### src/rtl/disp_frame_reader_pkg.sv
// Shared constants and state encoding for the display frame reader and the memory read arbiter.
package disp_frame_reader_pkg;

    localparam int RD_LEN_W    = 9;
    localparam int FIFO_USED_W = 11;
    localparam int FILL_CMP_W  = 12;

    typedef enum logic [2:0] {
        IDLE,
        CLEAR,
        WAIT_SPACE,
        REQ,
        DATA,
        DONE
    } rd_state_t;

endpackage

### src/rtl/sync_edge.sv
// Two-flop synchroniser for an asynchronous level, plus a third flop for rising-edge detection.
module sync_edge (
    input  logic mem_clock,
    input  logic reset,
    input  logic async_in,
    output logic rise
);

    logic [2:0] sync_q;

    always_ff @(posedge mem_clock or posedge reset) begin
        if (reset) begin
            sync_q <= '0;
        end else begin
            sync_q <= {sync_q[1:0], async_in};
        end
    end

    assign rise = sync_q[1] & ~sync_q[2];

endmodule

### src/rtl/disp_frame_reader.sv
// Streams one frame from the frame buffer into the display read FIFO as length-limited bursts,
// restarting cleanly whenever the display stage signals a new frame.
module disp_frame_reader
    import disp_frame_reader_pkg::*;
#(
    parameter int FRAME_WORDS = 384000,
    parameter int BASE_ADDR   = 0,
    parameter int BURST_LEN   = 128,
    parameter int FIFO_DEPTH  = 1024,
    parameter int ADDR_W      = 24
) (
    input  logic                   mem_clock,
    input  logic                   reset,
    input  logic                   rd_load,
    output logic                   rd_req,
    output logic [ADDR_W-1:0]      rd_addr,
    output logic [RD_LEN_W-1:0]    rd_len,
    input  logic                   rd_ack,
    input  logic                   rd_valid,
    input  logic [31:0]            rd_data,
    output logic                   fifo_clr,
    output logic                   fifo_wren,
    output logic [31:0]            fifo_din,
    input  logic [FIFO_USED_W-1:0] fifo_used
);

    rd_state_t             state, state_nx;
    logic                  frame_start;
    logic                  restart_pend;
    logic [ADDR_W-1:0]     addr;
    logic [31:0]           remaining;
    logic [RD_LEN_W-1:0]   beat_cnt;
    logic [RD_LEN_W-1:0]   len;
    logic [FILL_CMP_W-1:0] fill_sum;
    logic                  space_ok;
    logic                  last_beat;

    sync_edge u_sync_edge (
        .mem_clock (mem_clock),
        .reset     (reset),
        .async_in  (rd_load),
        .rise      (frame_start)
    );

    // remaining only changes at the end of a burst, so len stays stable through REQ and DATA
    always_comb begin
        len = RD_LEN_W'(BURST_LEN);
        if (remaining < 32'(BURST_LEN)) begin
            len = RD_LEN_W'(remaining);
        end
    end

    assign fill_sum  = FILL_CMP_W'(fifo_used) + FILL_CMP_W'(len);
    assign space_ok  = (fill_sum <= FILL_CMP_W'(FIFO_DEPTH));
    assign last_beat = (state == DATA) && rd_valid && (beat_cnt == len - 1'b1);

    always_comb begin
        state_nx = state;
        case (state)
            IDLE:       if (frame_start) state_nx = CLEAR;
            CLEAR:      state_nx = WAIT_SPACE;
            WAIT_SPACE: begin
                if (frame_start) begin
                    state_nx = CLEAR;
                end else if (space_ok) begin
                    state_nx = REQ;
                end
            end
            REQ:        if (rd_ack) state_nx = DATA;
            DATA: begin
                if (last_beat) begin
                    if (restart_pend || frame_start) begin
                        state_nx = CLEAR;
                    end else if (remaining == 32'(len)) begin
                        state_nx = DONE;
                    end else begin
                        state_nx = WAIT_SPACE;
                    end
                end
            end
            DONE:       if (frame_start) state_nx = CLEAR;
            default:    state_nx = IDLE;
        endcase
    end

    always_ff @(posedge mem_clock or posedge reset) begin
        if (reset) begin
            state     <= IDLE;
            addr      <= '0;
            remaining <= '0;
            beat_cnt  <= '0;
        end else begin
            state <= state_nx;
            case (state)
                CLEAR: begin
                    addr      <= ADDR_W'(BASE_ADDR);
                    remaining <= 32'(FRAME_WORDS);
                    beat_cnt  <= '0;
                end
                REQ: beat_cnt <= '0;
                DATA: begin
                    if (last_beat) begin
                        beat_cnt  <= '0;
                        addr      <= addr + ADDR_W'(len);
                        remaining <= remaining - 32'(len);
                    end else if (rd_valid) begin
                        beat_cnt <= beat_cnt + 1'b1;
                    end
                end
                default: ;
            endcase
        end
    end

    // An issued request cannot be withdrawn, so a restart during REQ/DATA waits for the burst to drain
    always_ff @(posedge mem_clock or posedge reset) begin
        if (reset) begin
            restart_pend <= 1'b0;
        end else if (state_nx == CLEAR) begin
            restart_pend <= 1'b0;
        end else if (frame_start && (state == REQ || state == DATA)) begin
            restart_pend <= 1'b1;
        end
    end

    assign rd_req    = (state == REQ);
    assign rd_addr   = rd_req ? addr : '0;
    assign rd_len    = rd_req ? len : '0;
    assign fifo_clr  = (state == CLEAR);
    assign fifo_wren = (state == DATA) && rd_valid && !restart_pend;
    assign fifo_din  = fifo_wren ? rd_data : '0;

endmodule

### config.mk
export PLATFORM = sky130hd
export DESIGN_NAME = disp_frame_reader
export DESIGN_NICKNAME = d
export VERILOG_FILES = /design/src/rtl/disp_frame_reader_pkg.sv /design/src/rtl/sync_edge.sv /design/src/rtl/disp_frame_reader.sv
export SDC_FILE = /design/constraint.sdc
export NUM_CORES = 1
export LEC_CHECK = 0
export CAP_MARGIN = 20
export CORE_MARGIN = 4
export CORE_UTILIZATION = 47
export DETAILED_ROUTE_END_ITERATION = 10
export PLACE_DENSITY = 0.84
export SLEW_MARGIN = 0
export SYNTH_ARGS = -nofsm -noshare
export SYNTH_HDL_FRONTEND = slang
export SYNTH_HIERARCHICAL = 1
export SYNTH_SLANG_ARGS = --single-unit
### constraint.sdc
create_clock -name mem_clock -period 7.05 [get_ports mem_clock]
set_input_delay 1.7625 -clock mem_clock [delete_from_list [all_inputs] [get_ports mem_clock]]
set_output_delay 1.7625 -clock mem_clock [all_outputs]
set_load 0.01 [all_outputs]
== Word-level counts from Yosys, hierarchy flattened ==
Index checks and enable logic that the tools add are counted.

* $add $sub $neg: 5
* Magnitude comparators: 2
* Eq/ne operators: 10
* Mux-type cells: 21
* Bitwise gates (word level): 2
* Reductions and logical operators: 15

{| class="wikitable"
|+ Operators with widths
! kind !! number
|-
| $mux 32 || 2
|-
| $pmux 32 s2 || 1
|-
| $mux 24 || 2
|-
| $pmux 24 s2 || 1
|-
| $mux 9 || 4
|-
| $eq 32x9->1 || 1
|-
| $lt 32x8->1 const B || 1
|-
| $sub 32x9->32 || 1
|-
| $add 24x9->24 || 1
|-
| $mux 3 || 7
|-
| $pmux 9 s2 || 1
|-
| $pmux 3 s5 || 1
|-
| $add 11x9->12 || 1
|-
| $le 12x11->1 const B || 1
|-
| $add 9x1->9 const B || 1
|-
| $eq 9x9->1 || 1
|-
| $sub 9x1->9 const B || 1
|-
| $eq 3x1->1 const B || 2
|-
| $eq 3x2->1 const B || 2
|-
| $eq 3x3->1 const B || 2
|-
| $reduce_bool 2->1 || 3
|-
| $logic_and 1x1->1 || 4
|-
| $reduce_and 2->1 || 2
|-
| $reduce_or 2->1 || 2
|-
| 8 further kinds || 10
|}

* Register bits: 72
* Output and inout bits: 68

== Depth between registers and ports, before layout ==
* Word-level depth: 9
* Gate-level depth with buffers: 18
* Gate-level depth less buffers: 15

== Hierarchy ==
The synthesis kept the hierarchy.

{| class="wikitable"
|+ By module, submodules not included
! module !! times used !! cells each !! area an instance (sq um) !! sequential area each (sq um)
|-
| disp_frame_reader || 1 || 673 || 5451.5 || 1726.7
|-
| sync_edge || 1 || 5 || 92.6 || 75.1
|}

== Worst setup path after synthesis ==
No wires, ideal clock.

* Path type: flip-flop to flip-flop
* From: reg remaining[8]
* To: reg addr[9]
* Data arrival time: 4.371 ns
* Data required time: 6.931 ns
* Slack: 2.560 ns
* Cell stages (with the launch flop): 18
* Buffers on the path: 4
* Clock period less this slack: 4.490 ns
* Cell sequence: dfrtp_1 or4_4 or3_1 buf_4 nor3_4 buf_2 clkbuf_1 nand2_1 inv_1 ha_1 a21o_1 a21oi_1 o21ai_0 or4_1 a41oi_1 clkbuf_1 nor3_1 o21a_1

* Word-level cells in the longest chain between the ends: 7
* Elaborated cells on any way between the ends: 10

{| class="wikitable"
|+ Ends and longest elaborated chain
! item !! RTL line !! RTL
|-
| start: declaration || disp_frame_reader.sv:31 || <nowiki>logic [31:0] remaining;</nowiki>
|-
| start signal: assignment || disp_frame_reader.sv:97 || <nowiki>remaining <= 32'(FRAME_WORDS);</nowiki>
|-
| start signal: assignment || disp_frame_reader.sv:105 || <nowiki>remaining <= remaining - 32'(len);</nowiki>
|-
| $lt 32x8->1 || disp_frame_reader.sv:48 || <nowiki>if (remaining < 32'(BURST_LEN)) begin</nowiki>
|-
| $mux 9 (*) || disp_frame_reader.sv:48 ||
|-
| $sub 9x1->9 || disp_frame_reader.sv:55 || <nowiki>assign last_beat = (state == DATA) && rd_valid && (beat_cnt == len - 1'b1);</nowiki>
|-
| $eq 9x9->1 || disp_frame_reader.sv:55 ||
|-
| $logic_and 1x1->1 || disp_frame_reader.sv:55 ||
|-
| $ne 2x2->1 (no source line) || - ||
|-
| $reduce_and 2->1 (no source line) || - ||
|-
| end signal: assignment || disp_frame_reader.sv:96 || <nowiki>addr <= ADDR_W'(BASE_ADDR);</nowiki>
|-
| end signal: assignment || disp_frame_reader.sv:104 || <nowiki>addr <= addr + ADDR_W'(len);</nowiki>
|-
| end: declaration || disp_frame_reader.sv:30 || <nowiki>logic [ADDR_W-1:0] addr;</nowiki>
|}

Every way passes the cells marked *; elsewhere a longest branch is shown, timed or not. The select of a mux whose other input is x is not followed.
A chain may end at the register's enable or synchronous reset.

== Worst setup path after layout ==
* From: reg remaining[8]
* To: out rd_len[2]

* Word-level cells in the longest chain between the ends: 3

{| class="wikitable"
|+ Ends and longest elaborated chain
! item !! RTL line !! RTL
|-
| $lt 32x8->1 || disp_frame_reader.sv:48 ||
|-
| $mux 9 || disp_frame_reader.sv:48 ||
|-
| $mux 9 || disp_frame_reader.sv:128 || <nowiki>assign rd_len = rd_req ? len : '0;</nowiki>
|-
| end: declaration || disp_frame_reader.sv:17 || <nowiki>output logic [RD_LEN_W-1:0] rd_len,</nowiki>
|}

No other way between the ends.

==> metrics.md <==
| Metric | Value |
|---|---|
| Status | `completed` |
| YS warnings | `6` |
| Worst hold stages | `0` |
| Routed wire per std cell | `between 15 and 20 µm` |
| First-pass GRT wire length | `around 26000 µm` |
| Worst r2r path cells | `13` |
| Fin nets | `838` |
| Ys async rst share | `100.0%` |
| Syn Area/Cell | `a little over 8 µm²` |
| Grt total ovfl | `0` |
| Final setup violation count | `0` |
| Nature of the critical path endpoint | `output pin` |
| Yosys reg bits | `72` |
| # DRC | `0` |
| GP Congestion | `between 0.9 and 1` |
| First-pass detailed-route iteration total | `6` |
| CTS tree | `built` |
| Largest net degree at the start of global routing | `70` |
| Worst-case clock buffer depth | `2` |
| Clock root cell | `clkbuf_16` |
| Post-route setup slack | `1.392 ns` |
| Reg2reg setup slack | `between 1.5 and 2 ns` |
| Post-cts sizing count | `0` |
| Hold Path Class | `reg2reg` |
| Total clock sinks | `72` |
| Setup Skew | `0.01002 ns` |
| Worst hold path endpoint | `u_sync_edge/sync_q[1]$_DFF_PP0_` |
| RSZ-0062 raised after global routing | `no` |
| Leak | `around 3.1 nW` |
| CP Max Fanout | `23` |
| Cell Count, Final, Fillers Out | `roughly 900` |
| Critical Path AT | `between 3 and 4 ns` |
| Final hold vios | `0` |
| Synth Instances | `approximately 680` |
| Place WS | `between 1.5 and 2 ns` |
| Die H | `between 100 and 150 µm` |
| Fillers | `948` |
| Iter 0 DRT Violations | `between 400 and 500` |
| Largest stage delay on the critical path | `approximately 0.68 ns` |
| Gr usage total | `a little under a quarter` |
| Final Cycle Share | `between 80% and 90%` |
| Routed wire length | `approximately 16000 µm` |
| Slew Limit Fails | `0` |
| Rows | `39` |
| Most frequent cells in the layout | `clkdlybuf4s50_1 (114), dfrtp_1 (72), nand2_1 (50)` |
| I/O Buffers | `114` |
| Yosys cell types | `65` |
| Critical path class | `reg2out` |
| Worst path bufs/invs | `2` |
| Post-detail-place hpwl | `between 10000 and 15000 µm` |
| Max Cap Viol | `0` |
| Cell family with the largest share of critical-path delay | `simple AND/OR/NAND/NOR gates` |
| Clock-pin transition on the worst setup and hold timing paths | `~0.07 ns` |
| Hold Crit Start | `u_sync_edge/sync_q[0]$_DFF_PP0_` |
| Hold_buf cts | `0` |
| Max VDD drop | `0.1498 mV` |
| Seq/Total Area, Yosys | `around 32%` |
| Netlist Area Pre-Place | `5544 µm²` |
| Setup_tns | `0 ns` |
| Core area | `11470 µm²` |
| Vias in the first global route | `5340` |
| Setup bufs post-CTS | `0` |
| Antenna diodes | `0` |
| Slew @ Worst Pin | `between 0.8 and 0.9 ns` |
| Critical path launch point type | `flop` |
| Initial Util | `48.35%` |
| Worst reg2reg path endpoint | `remaining[13]$_DFFE_PP0P_` |
| PD cells | `approximately 210 nW/µm²` |
| Die W | `around 120 µm` |
| Worst path slowest cell | `nor3_4` |
| P&R area growth vs syn | `26.68%` |
| Critical path required time | `5.29 ns` |
| Vias | `~5600` |
| DR vias/cell | `approximately 6.1` |
| Synth Flop Type | `dfrtp_1` |
| Reg2Reg Launch Point | `remaining[8]$_DFFE_PP0P_` |
| Number of flops mapped to enable cells by yosys | `0` |
| Most common cell after layout, fill and taps aside | `clkdlybuf4s50_1` |
| Die area | `between 10000 and 15000 µm²` |
| Headroom to the max-slew limit | `about two fifths` |
| TritonCTS buffer count | `9` |
| ANT nets after route | `0` |
| Critical path origin | `remaining[8]$_DFFE_PP0P_` |
| Clk_lat worst skew | `0.34 ns` |
| Initial antenna violation count | `0` |
| Ratio of cells with drive above 1 in the final layout | `5.311%` |
| Minimum clock period | `between 5 and 6 ns` |
| Fmax | `176.7 MHz` |
| Critical path cell sequence | `or4_4 -> or3_1 -> nor3_4 -> inv_1 -> nor3_1 -> clkdlybuf4s50_1` |
| CTS H-Tree Depth | `3` |
| Placed cells | `between 800 and 900` |
| I/O pins | `around 120` |
==> state kept, by name, summed over array words and instances (netlist names) <==
register,count
remaining,32
u_sync_edge/sync_q,3
addr,24
state,3
restart_pend,1
beat_cnt,9
==> where the power goes <==
| group | leakage (nW) | total (mW) | internal (mW) | switching (mW) |
|---|---|---|---|---|
| clock | 0.139 | 0.447 | 0.246 | 0.201 |
| sequential | 0.958 | 0.507 | 0.439 | 0.0674 |
| combinational | 2.02 | 0.489 | 0.188 | 0.301 |
==> cells by family after synthesis <==
group	Yosys count	share of synthesized area, %
muxes	10	1.806
adders and majority gates	23	5.462
and+or+nand+nor	320	32.43
buffers and inverters	67	4.965
xor gates and xnor gates	21	3.318
other	2	0.1355
AOI/OAI and AO/OA	163	19.39
DFF	72	32.50
==> synth_stat cells (3+ instances only) <==
cell	number	share of area, %
a211o_1	4	0.63
a21o_1	5	0.68
a21oi_1	45	4.1
a31oi_1	12	1.4
and2_1	45	5.1
and3_1	38	4.3
buf_2	7	0.63
clkbuf_1	35	2.4
dfrtp_1	72	32
ha_1	21	4.7
inv_1	21	1.4
mux2i_1	10	1.8
nand2_1	50	3.4
nand2b_1	10	1.1
nand3_1	27	2.4
nand4_1	10	1.1
nor2_1	42	2.8
nor2b_1	5	0.56
nor3_1	18	1.6
nor4_1	10	1.1
o211a_1	3	0.54
o211ai_1	4	0.54
o21a_1	4	0.54
o21ai_0	34	3.1
o21bai_1	4	0.54
o31ai_1	25	3.4
or2_2	6	0.68
or3_1	21	2.4
or4_1	22	3.0
xnor2_1	7	1.1
xor2_1	14	2.2
==> through the flow <==
stage	total power, mW	cell area [µm²]	util [%]	hold WS [ns]
after global routing	1.517	7023	61.24	0.3622
after global placement	0.9733	6735	58.73	0.3362
final	1.442	7023	61.24	0.3519
after CTS	1.439	7023	61.24	0.3549
after detailed placement	0.9947	6735	58.73	0.3396
after floorplan	0.8148	5552	-	0.3312
==> layer usage <==
layer	wire [µm]	track usage, %	up-vias
li1	-	-	2673
met1	6804	31.67	2718
met2	8052	37.49	191
met3	895	3.731	20
met4	202	6.881	0
met5	0	0	-
==> worst max path at each step <==
stage / end / slack [ns] / cells past startpoint
2_1_floorplan: addr[9]$_DFFE_PP0P_ / 2.56 / 17
3_3_place_gp: fifo_din[29] / 1.90 / 6
3_5_place_dp: remaining[9]$_DFFE_PP0P_ / 1.68 / 13
4_1_cts: rd_len[2] / 1.44 / 6
5_1_grt: remaining[13]$_DFFE_PP0P_ / 1.17 / 13
6_report: rd_len[2] / 1.39 / 6
==> final cells by class <==
type                       instances  area [µm²]  area share, %
multi-input combinational        541        3475          49.47
sequential                        72        1802          25.65
timing repair buffer             122        1201          17.10
clock buffer                       9       225.2          3.207
tap                              143       178.9          2.548
inverter                          21       78.83          1.122
clock inverter                     7       62.56         0.8908
Power figures use the tool's default switching activity.
